<file path="src/rtl/core_pkg.sv">
// Shared types for the writeback slice: register index, data word and
// result-source selector.
package core_pkg;
  localparam int unsigned XLEN = 32;
  localparam int unsigned NREG = 32;

  typedef logic [4:0]      reg_idx_t;
  typedef logic [XLEN-1:0] word_t;

  typedef enum logic {
    SRC_ALU = 1'b0,
    SRC_LU  = 1'b1
  } src_t;
endpackage

</file>
<file path="src/rtl/wb_scoreboard.sv">
// Pending-write scoreboard for long-latency destinations; raises stall when a
// candidate instruction touches a register that still awaits its writeback.
module wb_scoreboard #(
  parameter int unsigned NREG = 32
) (
  input  logic            clk,
  input  logic            rst,
  input  logic            set_en,
  input  logic [4:0]      set_idx,
  input  logic            clr_en,
  input  logic [4:0]      clr_idx,
  input  logic [4:0]      chk_rs1,
  input  logic [4:0]      chk_rs2,
  input  logic [4:0]      chk_rd,
  output logic            stall,
  output logic [NREG-1:0] pending
);
  import core_pkg::*;

  // Bit 0 is only ever written by reset, so x0 can never look pending.
  // Set is evaluated before clear so a same-cycle collision keeps the bit.
  always_ff @(posedge clk) begin
    if (rst) begin
      pending <= '0;
    end else begin
      for (int unsigned i = 1; i < NREG; i++) begin
        if (set_en && set_idx == reg_idx_t'(i)) begin
          pending[i] <= 1'b1;
        end else if (clr_en && clr_idx == reg_idx_t'(i)) begin
          pending[i] <= 1'b0;
        end
      end
    end
  end

  assign stall = !rst && (pending[chk_rs1] | pending[chk_rs2] | pending[chk_rd]);
endmodule

</file>
<file path="src/rtl/writeback_scoreboard.sv">
// Writeback arbiter for the register file's single write port, alternating
// between ALU and long-unit results under contention, plus hazard scoreboard.
module writeback_scoreboard #(
  parameter int unsigned XLEN = 32,
  parameter int unsigned NREG = 32
) (
  input  logic            clk,
  input  logic            rst,
  input  logic            alu_valid,
  input  logic [4:0]      alu_rd,
  input  logic [XLEN-1:0] alu_data,
  output logic            alu_ready,
  input  logic            lu_valid,
  input  logic [4:0]      lu_rd,
  input  logic [XLEN-1:0] lu_data,
  output logic            lu_ready,
  input  logic            iss_valid,
  input  logic            iss_long,
  input  logic [4:0]      iss_rd,
  input  logic [4:0]      chk_rs1,
  input  logic [4:0]      chk_rs2,
  input  logic [4:0]      chk_rd,
  output logic            stall,
  output logic [4:0]      wb_sel,
  output logic [XLEN-1:0] wb_data,
  output logic            wb_we,
  output logic [NREG-1:0] pending
);
  import core_pkg::*;

  logic            last_lu;
  logic            wb_from_lu;
  logic            accept;
  logic            set_en;
  src_t            grant;
  reg_idx_t        grant_rd;
  logic [XLEN-1:0] grant_data;

  // Long unit has priority unless it took the previous accepted slot.
  always_comb begin
    grant = SRC_ALU;
    if (lu_valid && (!alu_valid || !last_lu)) begin
      grant = SRC_LU;
    end
  end

  assign accept     = !rst && (alu_valid || lu_valid);
  assign alu_ready  = !rst && alu_valid && (grant == SRC_ALU);
  assign lu_ready   = !rst && lu_valid  && (grant == SRC_LU);
  assign grant_rd   = (grant == SRC_LU) ? lu_rd   : alu_rd;
  assign grant_data = (grant == SRC_LU) ? lu_data : alu_data;

  always_ff @(posedge clk) begin
    if (rst) begin
      wb_we      <= 1'b0;
      wb_sel     <= '0;
      wb_data    <= '0;
      last_lu    <= 1'b0;
      wb_from_lu <= 1'b0;
    end else begin
      wb_from_lu <= 1'b0;
      if (accept) begin
        wb_sel     <= grant_rd;
        wb_data    <= grant_data;
        wb_we      <= (grant_rd != '0);
        last_lu    <= (grant == SRC_LU);
        wb_from_lu <= (grant == SRC_LU);
      end else begin
        wb_we <= 1'b0;
      end
    end
  end

  // wb_sel still holds the long-unit destination on the edge the file captures it.
  assign set_en = iss_valid && iss_long && (iss_rd != '0);

  wb_scoreboard #(
    .NREG(NREG)
  ) u_sb (
    .clk     (clk),
    .rst     (rst),
    .set_en  (set_en),
    .set_idx (iss_rd),
    .clr_en  (wb_from_lu),
    .clr_idx (wb_sel),
    .chk_rs1 (chk_rs1),
    .chk_rs2 (chk_rs2),
    .chk_rd  (chk_rd),
    .stall   (stall),
    .pending (pending)
  );
endmodule

</file>
<file path="config.mk">
export PLATFORM = sky130hd
export DESIGN_NAME = writeback_scoreboard
export DESIGN_NICKNAME = d
export VERILOG_FILES = /design/src/rtl/core_pkg.sv /design/src/rtl/wb_scoreboard.sv /design/src/rtl/writeback_scoreboard.sv
export SDC_FILE = /design/constraint.sdc
export NUM_CORES = 1
export LEC_CHECK = 0
export ABC_AREA = 0
export CAP_MARGIN = 20
export CORE_MARGIN = 2
export CORE_UTILIZATION = 42
export CTS_CLUSTER_DIAMETER = 200
export DETAILED_ROUTE_END_ITERATION = 16
export GPL_TIMING_DRIVEN = 0
export HOLD_SLACK_MARGIN = 0.02
export PLACE_DENSITY = 0.89
export SLEW_MARGIN = 10
export SYNTH_ARGS = -nofsm -noshare
export SYNTH_HDL_FRONTEND = slang
export SYNTH_SLANG_ARGS = --single-unit
export TNS_END_PERCENT = 100
</file>
<file path="constraint.sdc">
create_clock -name clk -period 2.7 [get_ports clk]
set_input_delay 0.54 -clock clk [delete_from_list [all_inputs] [get_ports clk]]
set_output_delay 0.54 -clock clk [all_outputs]
set_load 0.01 [all_outputs]
</file>
Yosys cells after proc, flatten, opt, wreduce, memory -nomap -nowiden
Index checks and enable logic that the tools add are counted.
W data, S select, Z words.
- bitwise logic cells: 4
- shift-type cells: 0
- equality and inequality tests: 62
- multiply operators: 0
- magnitude comparators: 3
- reductions and logical operators: 110
- add/subtract/negate cells: 0
- divide/modulo/power cells: 0
- mux-type cells: 71
- operators with widths (kind ; count):
    $eq A5 B5 Y1 const B ; 32
    $eq A5 B4 Y1 const B ; 16
    $logic_and A1 B1 Y1 ; 71
    $mux W1 ; 66
    $reduce_bool A2 Y1 ; 31
    $eq A5 B3 Y1 const B ; 8
    $mux W32 ; 1
    $eq A5 B2 Y1 const B ; 4
    $lt A5 B6 Y1 const B ; 3
    $bmux W1 S5 ; 3
    $eq A5 B1 Y1 const B ; 2
    $reduce_bool A5 Y1 ; 2
    $mux W5 ; 1
    $logic_not A1 Y1 ; 3
    $logic_or A1 B1 Y1 ; 2
    $not A1 Y1 ; 2
    $or A1 B1 Y1 ; 2
    $reduce_or A2 Y1 ; 1
- output and inout bits: 73
- bits in latches: 0
- flip-flop bits (word level): 71
- logic and storage cells: 286
- RAM bits: 0
- input bits: 100
- memory bits (read-only): 0
- memories kept: 0

Depth between registers and ports, before layout
Gate-level depths: netlist of the first run.
- depth in word-level cells: 6
- gate-level depth with buffers: 6
- mapped depth without buffers: 5

Modules after synthesis
A second synthesis of the first run with hierarchy kept.
- cells, all modules: 488
- area, all modules: 3993.8 um^2
- by module, submodules not included (module ; cells an instance ; times used ; sequential area each (um^2) ; area an instance (um^2)):
    wb_scoreboard ; 262 ; 1 ; 620.6 ; 2178.3
    writeback_scoreboard ; 226 ; 1 ; 800.8 ; 1815.5

Worst setup path after synthesis of the first run
No wires, ideal clock.
- path kind: input to output
- start point: input chk_rs1[0]
- end point: output stall
- cell stages on the path: 5
- required time: 2.160 ns
- arrival time: 1.879 ns
- setup slack: 0.281 ns
- buffers on the path: 1
- cells stage by stage: buf_6 -> mux4_1 -> mux4_2 -> nand2_1 -> a41oi_1
- word-level cells in the longest chain between the ends: 5
- RTL lines (element ; line ; text):
    start, declared ; writeback_scoreboard.sv:20 ; input logic [4:0] chk_rs1,
    $bmux W1 S5 ; wb_scoreboard.sv:36 ; assign stall = !rst && (pending[chk_rs1] | pending[chk_rs2] | pending[chk_rd]);
    $mux W1 (not written as such) ; wb_scoreboard.sv:36 ;
    $or A1 B1 Y1 (2 in a row) ; wb_scoreboard.sv:36 ;
    $logic_and A1 B1 Y1 ; wb_scoreboard.sv:36 ;
    end, declared ; writeback_scoreboard.sv:23 ; output logic stall,
Every way passes these cells. The select of a mux whose other input is x is not followed.

Worst setup path after layout of the first run
Ends and elaborated chain as after synthesis.

==> impl_results.md, run 1 <==
- Routed WL: ~12000 um
- Antenna Cells: 0
- Die W: between 100 and 150 um
- Via/cell ratio: roughly 5.7
- CTS Buf Count: 9
- Setup Skew: just over 0.007 ns
- Hold Vio Cnt, Final: 0
- Top sig layer: met4
- Int Pwr: 0.001803 W
- CORE AREA: approximately 9100 sq um
- Tcrit/Tclk final: 0.9788
- Vias: 4027
- WL met2: 6121 um
- Dpl hpwl: around 9900 um
- Worst Tran Pin Value: around 0.59 ns
- Largest net degree at the start of global routing: 11
- Row count: 35
- Slowest-stage cell, CP: mux4_1
- Die ar.: 10050 sq um
- Total iterations of the first detailed-routing run: 6
- Root buf cell: clkbuf_8
- Syn Inst Count: approximately 420
- Pins over their slew limit: 0
- Rel. slew slack: 0.6050
- Filler instances: ~710
- I/O Buffers: roughly 160
- Power Dens Cells: 413.7 nW/um^2
- Register area share after synthesis: 0.3653
- IO Pins: ~170
- Design Area, Final: between 5000 and 6000 sq um
- Worst Setup End Kind: output port
- Status: completed
- Flop pwr share: 0.465
- CTS Hold Bufs: 0
- RSZ-0062 raised after global routing: no
- Synth Net Count: around 520
- Die H: between 100 and 150 um
- Avg WL per Cell: about 17 um
- Drc violations: 0
- Gr usage total: 0.2463
- First-pass GRT wire length: ~20000 um
- Metal3 WL: approximately 1100 um
- Clock latency on the worst-skew pair: between 0.3 and 0.4 ns
- Clock transition at the registers of the reported paths: around 0.06 ns
- Max Root-Sink Buffers: 2
- Combinational Power Share: 0.227
- CP Launch Type: primary input
- Sw frac: 0.2628
- P_sw: ~0.00064 W
- Netlist cell types: 33
- Arrival time of the worst setup path: 2.10 ns
- Synth Warn #: 0
- Setup slack at placement: -0.3612 ns
- Critical Path Max Stage Delay: between 0.5 and 0.6 ns
- Syn Area/Cell: approximately 9.3 sq um
- Metal1 wirelength: 4798 um
- CP required: 2.16 ns
- Min Tclk post-route: roughly 2.6 ns
- HP Class: reg2reg
- Final setup fails: 0
- Post-synth EDFFs: 0
- Max H-tree Level: 3
- Initial drt markers: roughly 150
- Number of antenna violations at the first check in global routing: 0
- Setup slack after layout: approximately 0.057 ns
- Max FO, Critical Path: 8
- Clk pwr share: 0.308
- Vias in the first global route: slightly above 4000
- Cell Area, Synth: a little under 4000 sq um
- Max Clk Rate: 378.4 MHz
- Worst path cell trace: buf_6 > mux4_1 > mux4_2 > nand2_1 > a41oi_2 > buf_2
- #FFs+latches synth: just over 70
- Worst vdd ir: ~0.00026 V
- Leak pwr: ~2.1 nW
- Post-Place Cell Area: around 5700 sq um
- Initial Util: 0.4272
- Overflow after GRT: 0
- ANT nets after route: 0
- CTS sink cnt: 71
- CTS tree: done
- Top_reg_cell synth: dfxtp_1
- Fraction of registers with async set/reset: 0
- Share of layout cells above drive strength 1: 0.1055
- Final GP Congestion: approximately 0.94
- Number of max-cap violations: 0
- CP Class: in2out
- Area Growth Syn to Fin: 51.90%
- Final #Nets: about 700
==> Yosys cell counts, types with 2 or more instances <==
| cell | number | area [sq um] |
|---|---|---|
| a211oi_1 | 33 | 247.7 |
| a21oi_1 | 32 | 160.2 |
| a221oi_1 | 2 | 17.52 |
| buf_2 | 6 | 30.03 |
| buf_4 | 2 | 15.01 |
| buf_6 | 2 | 22.52 |
| clkbuf_1 | 23 | 86.33 |
| dfxtp_1 | 71 | 1421 |
| mux2i_1 | 47 | 470.5 |
| mux4_1 | 5 | 131.4 |
| mux4_2 | 17 | 382.9 |
| nand2_1 | 34 | 127.6 |
| nand2b_1 | 6 | 37.54 |
| nand3_1 | 11 | 55.05 |
| nand3b_1 | 10 | 75.07 |
| nand4b_1 | 2 | 17.52 |
| nor2_1 | 44 | 165.2 |
| nor2b_1 | 10 | 62.56 |
| nor3_1 | 4 | 20.02 |
| nor3b_1 | 6 | 45.04 |
| nor4_1 | 3 | 18.77 |
| o21ai_0 | 36 | 180.2 |
| or2_2 | 3 | 18.77 |
==> layout make-up <==
class                           instances  area (sq um)  area share
Tap cell                              111         138.9     0.02350
Clock inverter                          1         5.005   0.0008467
Multi-Input combinational cell        315          2350      0.3975
Clock buffer                           12         165.2     0.02794
Buffer                                 32         171.4     0.02900
Sequential cell                        71          1436      0.2430
Timing Repair Buffer                  166          1644      0.2782
==> worst max-delay path: cells and delay by family <==
| family | cells | cell delay [ns] |
|---|---|---|
| buffers and inverters | 2 | 0.31 |
| muxes | 2 | 1.04 |
| AOI/OAI and AO/OA | 1 | 0.12 |
| and+or+nand+nor | 1 | 0.10 |
==> cells in the final DEF, fill, tap and decap left out, types with 6 or more instances in the layout <==
cell type / netlist / layout
nor3b_1: 6 / 6
clkdlybuf4s50_1: 0 / 159
nor2_1: 44 / 44
nand2_1: 34 / 34
clkbuf_8: 0 / 12
o21ai_0: 36 / 36
buf_4: 2 / 7
clkbuf_1: 23 / 18
nor2b_1: 10 / 10
mux4_2: 17 / 17
nand2b_1: 6 / 6
mux2i_1: 47 / 47
a21oi_1: 32 / 32
nand3_1: 11 / 11
a211oi_1: 33 / 33
nand3b_1: 10 / 10
dfxtp_1: 71 / 65
==> final timing paths <==
path              depth (start not counted)  slack, ns          end        from
hold / removal                            1       0.47      last_lu     last_lu
setup reg to reg                          5       1.11  wb_data[30]     last_lu
hold reg to reg                           1       0.47      last_lu     last_lu
setup / recovery                          6       0.06        stall  chk_rs1[0]
==> logic make-up after synthesis <==
logic type             synth area share
other                         0.0009637
muxes                            0.2559
and+or+nand+nor                  0.1688
buffers and inverters           0.03955
AOI/OAI and AO/OA                0.1695
DFF                              0.3653
==> metal layers <==
metal	global-route usage	vias up
met4	0.1075	0
met1	0.2843	1866
met3	0.05153	33
met5	0	-
met2	0.4388	219
li1	-	1909
==> power groups by stage <==
| stage | clock, W | combinational [W] | sequential [W] |
|---|---|---|---|
| CTS | 0.000761 | 0.000554 | 0.00114 |
| finish | 0.000753 | 0.000556 | 0.00114 |
| global route | 0.000819 | 0.000597 | 0.00114 |
| floorplan | 0 | 0.000229 | 0.00117 |
| detailed placement | 0 | 0.000551 | 0.00116 |
| global placement | 0 | 0.000540 | 0.00116 |
==> what timing repair did <==
item,in CTS,in global routing
buffers inserted,0,4
setup endpoints to repair,3,3
endpoints found under the hold margin,0,0
resized for setup,14,18
pin swaps,2,2
==> state kept, by name, summed over array words and instances (netlist names) <==
| signal | count |
|---|---|
| u_sb.pending | 31 |
| wb_data | 32 |
| wb_sel | 5 |
| wb_from_lu | 1 |
| wb_we | 1 |
| last_lu | 1 |
==> per-stage QoR <==
stage          hold slack [ns]  setup TNS (ns)  total power, W  cells    util
2_1_floorplan           0.4305               0        0.001404    419       -
3_3_place_gp            0.4429         -0.9953        0.001701    692  0.6205
3_5_place_dp            0.4604          -1.028        0.001713    692  0.6205
4_1_cts                 0.4718        -0.01737        0.002454    705  0.6411
5_1_grt                 0.4892               0        0.002558    708  0.6489
6_report                0.4725               0        0.002445    708  0.6489
Power figures use the tool's default switching activity.
==> inputs of run 2 (changes only) <==
Settings changed: CORE_MARGIN 2 to 10.
==> run 2 against run 1 <==
  * Global-route usage decreased by 3.6 points
  * First-iteration DRC count decreased by 5.2%
  * Clock skew increased by 0.0070 ns
  * Clock power increased by 37%
  * Register-to-register slack improved by 0.03 ns
  * Via count decreased by 1.7%
  * Power increased by 12%
  * Die area increased by 34%
  * Combinational power increased by 0.7%
  * Critical path depth unchanged
  * Largest power group unchanged
  * Highest routed layer unchanged
==> impl_results.md, run 2 (same netlist as run 1, synthesis figures left out) <==
- Status: completed
- Largest net degree at the start of global routing: 14
- Overflow after GRT: 0
- Buffers & Inverters on Critical Path: 2
- Number of antenna violations at the first check in global routing: 0
- Number of max-cap violations: 0
- Int Pwr: approximately 0.0020 W
- CP Launch Type: primary input
- Max Clk Rate: 382.3 MHz
- Worst path cell trace: clkdlybuf4s50_1 > mux2i_1 > nor2_1 > a2111oi_2 > a41oi_1 > buf_2
- Power Dens Cells: around 460 nW/um^2
- Min Tclk post-route: about 2.6 ns
- Sw frac: 0.2583
- CTS tree: done
- Critical Path Max Stage Delay: approximately 0.6 ns
- Routed WL: between 10000 and 15000 um
- ANT nets after route: 0
- Die W: 116.3 um
- Dpl cells: a little under 700
- Root buf cell: clkbuf_8
- I/O Buffers: approximately 160
- Largest registers: wb_data x32, u_sb.pending x31, wb_sel x5
- Worst Tran Pin Value: between 0.6 and 0.7 ns
- Dpl hpwl: around 12000 um
- First-pass GRT wire length: between 20000 and 25000 um
- Die H: ~120 um
- Final GP Congestion: approximately 0.90
- Final setup fails: 0
- Worst Setup End Kind: output port
- Cell depth of the worst flop-to-flop path: 5
- P_sw: between 0.0007 and 0.0008 W
- Final #Nets: between 600 and 700
- Most frequent cells in the layout: clkdlybuf4s50_1, dfxtp_1, mux2i_1
- R2R Path Start: last_lu
- Via/cell ratio: about 5.6
- Total negative slack: 0 ns
- Worst vdd ir: about 0.00031 V
- Most common cell after layout, fill and taps aside: clkdlybuf4s50_1
- RSZ-0062 raised after global routing: no
- HP Class: reg2reg
- Clock latency on the worst-skew pair: roughly 0.35 ns
- Min-delay src: last_lu
- Initial Util: 0.4272
- Arrival time of the worst setup path: approximately 2.1 ns
- Die ar.: 13520 sq um
- Gr usage total: 0.2102
- FF-to-FF End: wb_data[29]
- Clock transition at the registers of the reported paths: around 0.07 ns
- Setup Skew: roughly 0.014 ns
- Avg WL per Cell: ~20 um
- Pins over their slew limit: 0
- CORE AREA: ~9000 sq um
- Vias in the first global route: around 4300
- Tcrit/Tclk final: 0.9687
- Drc violations: 0
- CP required: 2.16 ns
- Worst hold path depth: 1
- Max reg flops: 32
- CTS Buf Count: 9
- Flop pwr share: 0.416
- Reg2Reg Setup Slack: 1.14 ns
- Largest Register: wb_data
- Total iterations of the first detailed-routing run: 4
- Slowest-stage cell, CP: clkdlybuf4s50_1
- WHS Endpoint: last_lu
- IO Pins: 173
- Max Root-Sink Buffers: 2
- Antenna Cells: 0
- Finished Layout Cells: roughly 700
- Combinational Power Share: 0.205
- CP startpoint: chk_rd[3]
- Clk pwr share: 0.379
- Vias: 3958
- CTS sink cnt: 71
- Max FO, Critical Path: 5
- Leak pwr: approximately 2.1 nW
- Initial drt markers: ~150
- Gate family responsible for the most delay along the worst path: buffers and inverters
- Hold Vio Cnt, Final: 0
- Row count: 35
- CP Class: in2out
- Max H-tree Level: 3
- Rel. slew slack: 0.5728
- Share of layout cells above drive strength 1: 0.09732
- Final hold slack: roughly 0.46 ns
- Area Growth Syn to Fin: 51.58%
==> run 2: cell types whose count changed in the layout (fill, tap and decap cells not counted), sizes merged <==
cell / before / now
inv: 0 / 1
clkinv: 1 / 2
dlygate4sd2: 2 / 3
clkbuf: 36 / 32
buf: 13 / 11
clkinvlp: 0 / 1
bufinv: 0 / 3
clkdlybuf4s50: 159 / 157
==> run 2: power groups by stage <==
stage / clock network, W / registers [W] / logic [W]
final: 0.00103 / 0.00114 / 0.000560
after global routing: 0.00109 / 0.00114 / 0.000605
after floorplan: 0 / 0.00117 / 0.000229
after detailed placement: 0 / 0.00116 / 0.000561
after CTS: 0.00105 / 0.00114 / 0.000564
after global placement: 0 / 0.00116 / 0.000548
==> run 2: metal layers <==
metal | global-route usage | wire length (um) | up-vias
li1 | - | - | 1902
met1 | 0.2046 | 5130 | 1849
met2 | 0.3680 | 6925 | 193
met3 | 0.1130 | 1930 | 14
met4 | 0.07923 | 199 | 0
met5 | 0 | 0 | -
==> run 2: per-stage QoR <==
stage	util	area [sq um]	power, W	setup WS (ns)
floorplan	-	3891	0.001404	0.2811
global placement	0.6205	5652	0.001705	-0.4148
finish	0.6475	5898	0.002731	0.08454
global route	0.6475	5898	0.002839	0.005424
detailed placement	0.6205	5652	0.001721	-0.4462
CTS	0.6477	5899	0.002746	0.01872
==> run 2: layout make-up <==
class / count / area [sq um]
well taps: 111 / 138.9
fillers: 752 / 3211
clock buffers: 9 / 123.9
clock inverters: 7 / 120.1
flip-flops and latches: 71 / 1425
multi-input cells: 315 / 2317
plain buffers: 32 / 165.2
repair buffers: 162 / 1608
==> run 2: worst register-to-register path, cell delays in order, from the launching register on <==
cell      delay, ns
dfxtp_1        0.32
a21boi_0       0.18
clkbuf_4       0.21
buf_2          0.32
mux2i_1        0.16
a211oi_1       0.28
==> run 2: repair_timing <==
item	CTS	global route
hold buffers	0	0
setup endpoints to repair	3	2
gates resized for setup	19	4
buffers inserted	0	0
pin swaps	2	1
==> run 2: worst max-delay path by stage <==
stage | endpoint | cells after the start | slack (ns)
floorplan | stall | 5 | 0.28
finish | stall | 6 | 0.08
global placement | lu_ready | 6 | -0.41
detailed placement | lu_ready | 6 | -0.45
global route | alu_ready | 4 | 0.005
CTS | lu_ready | 6 | 0.02
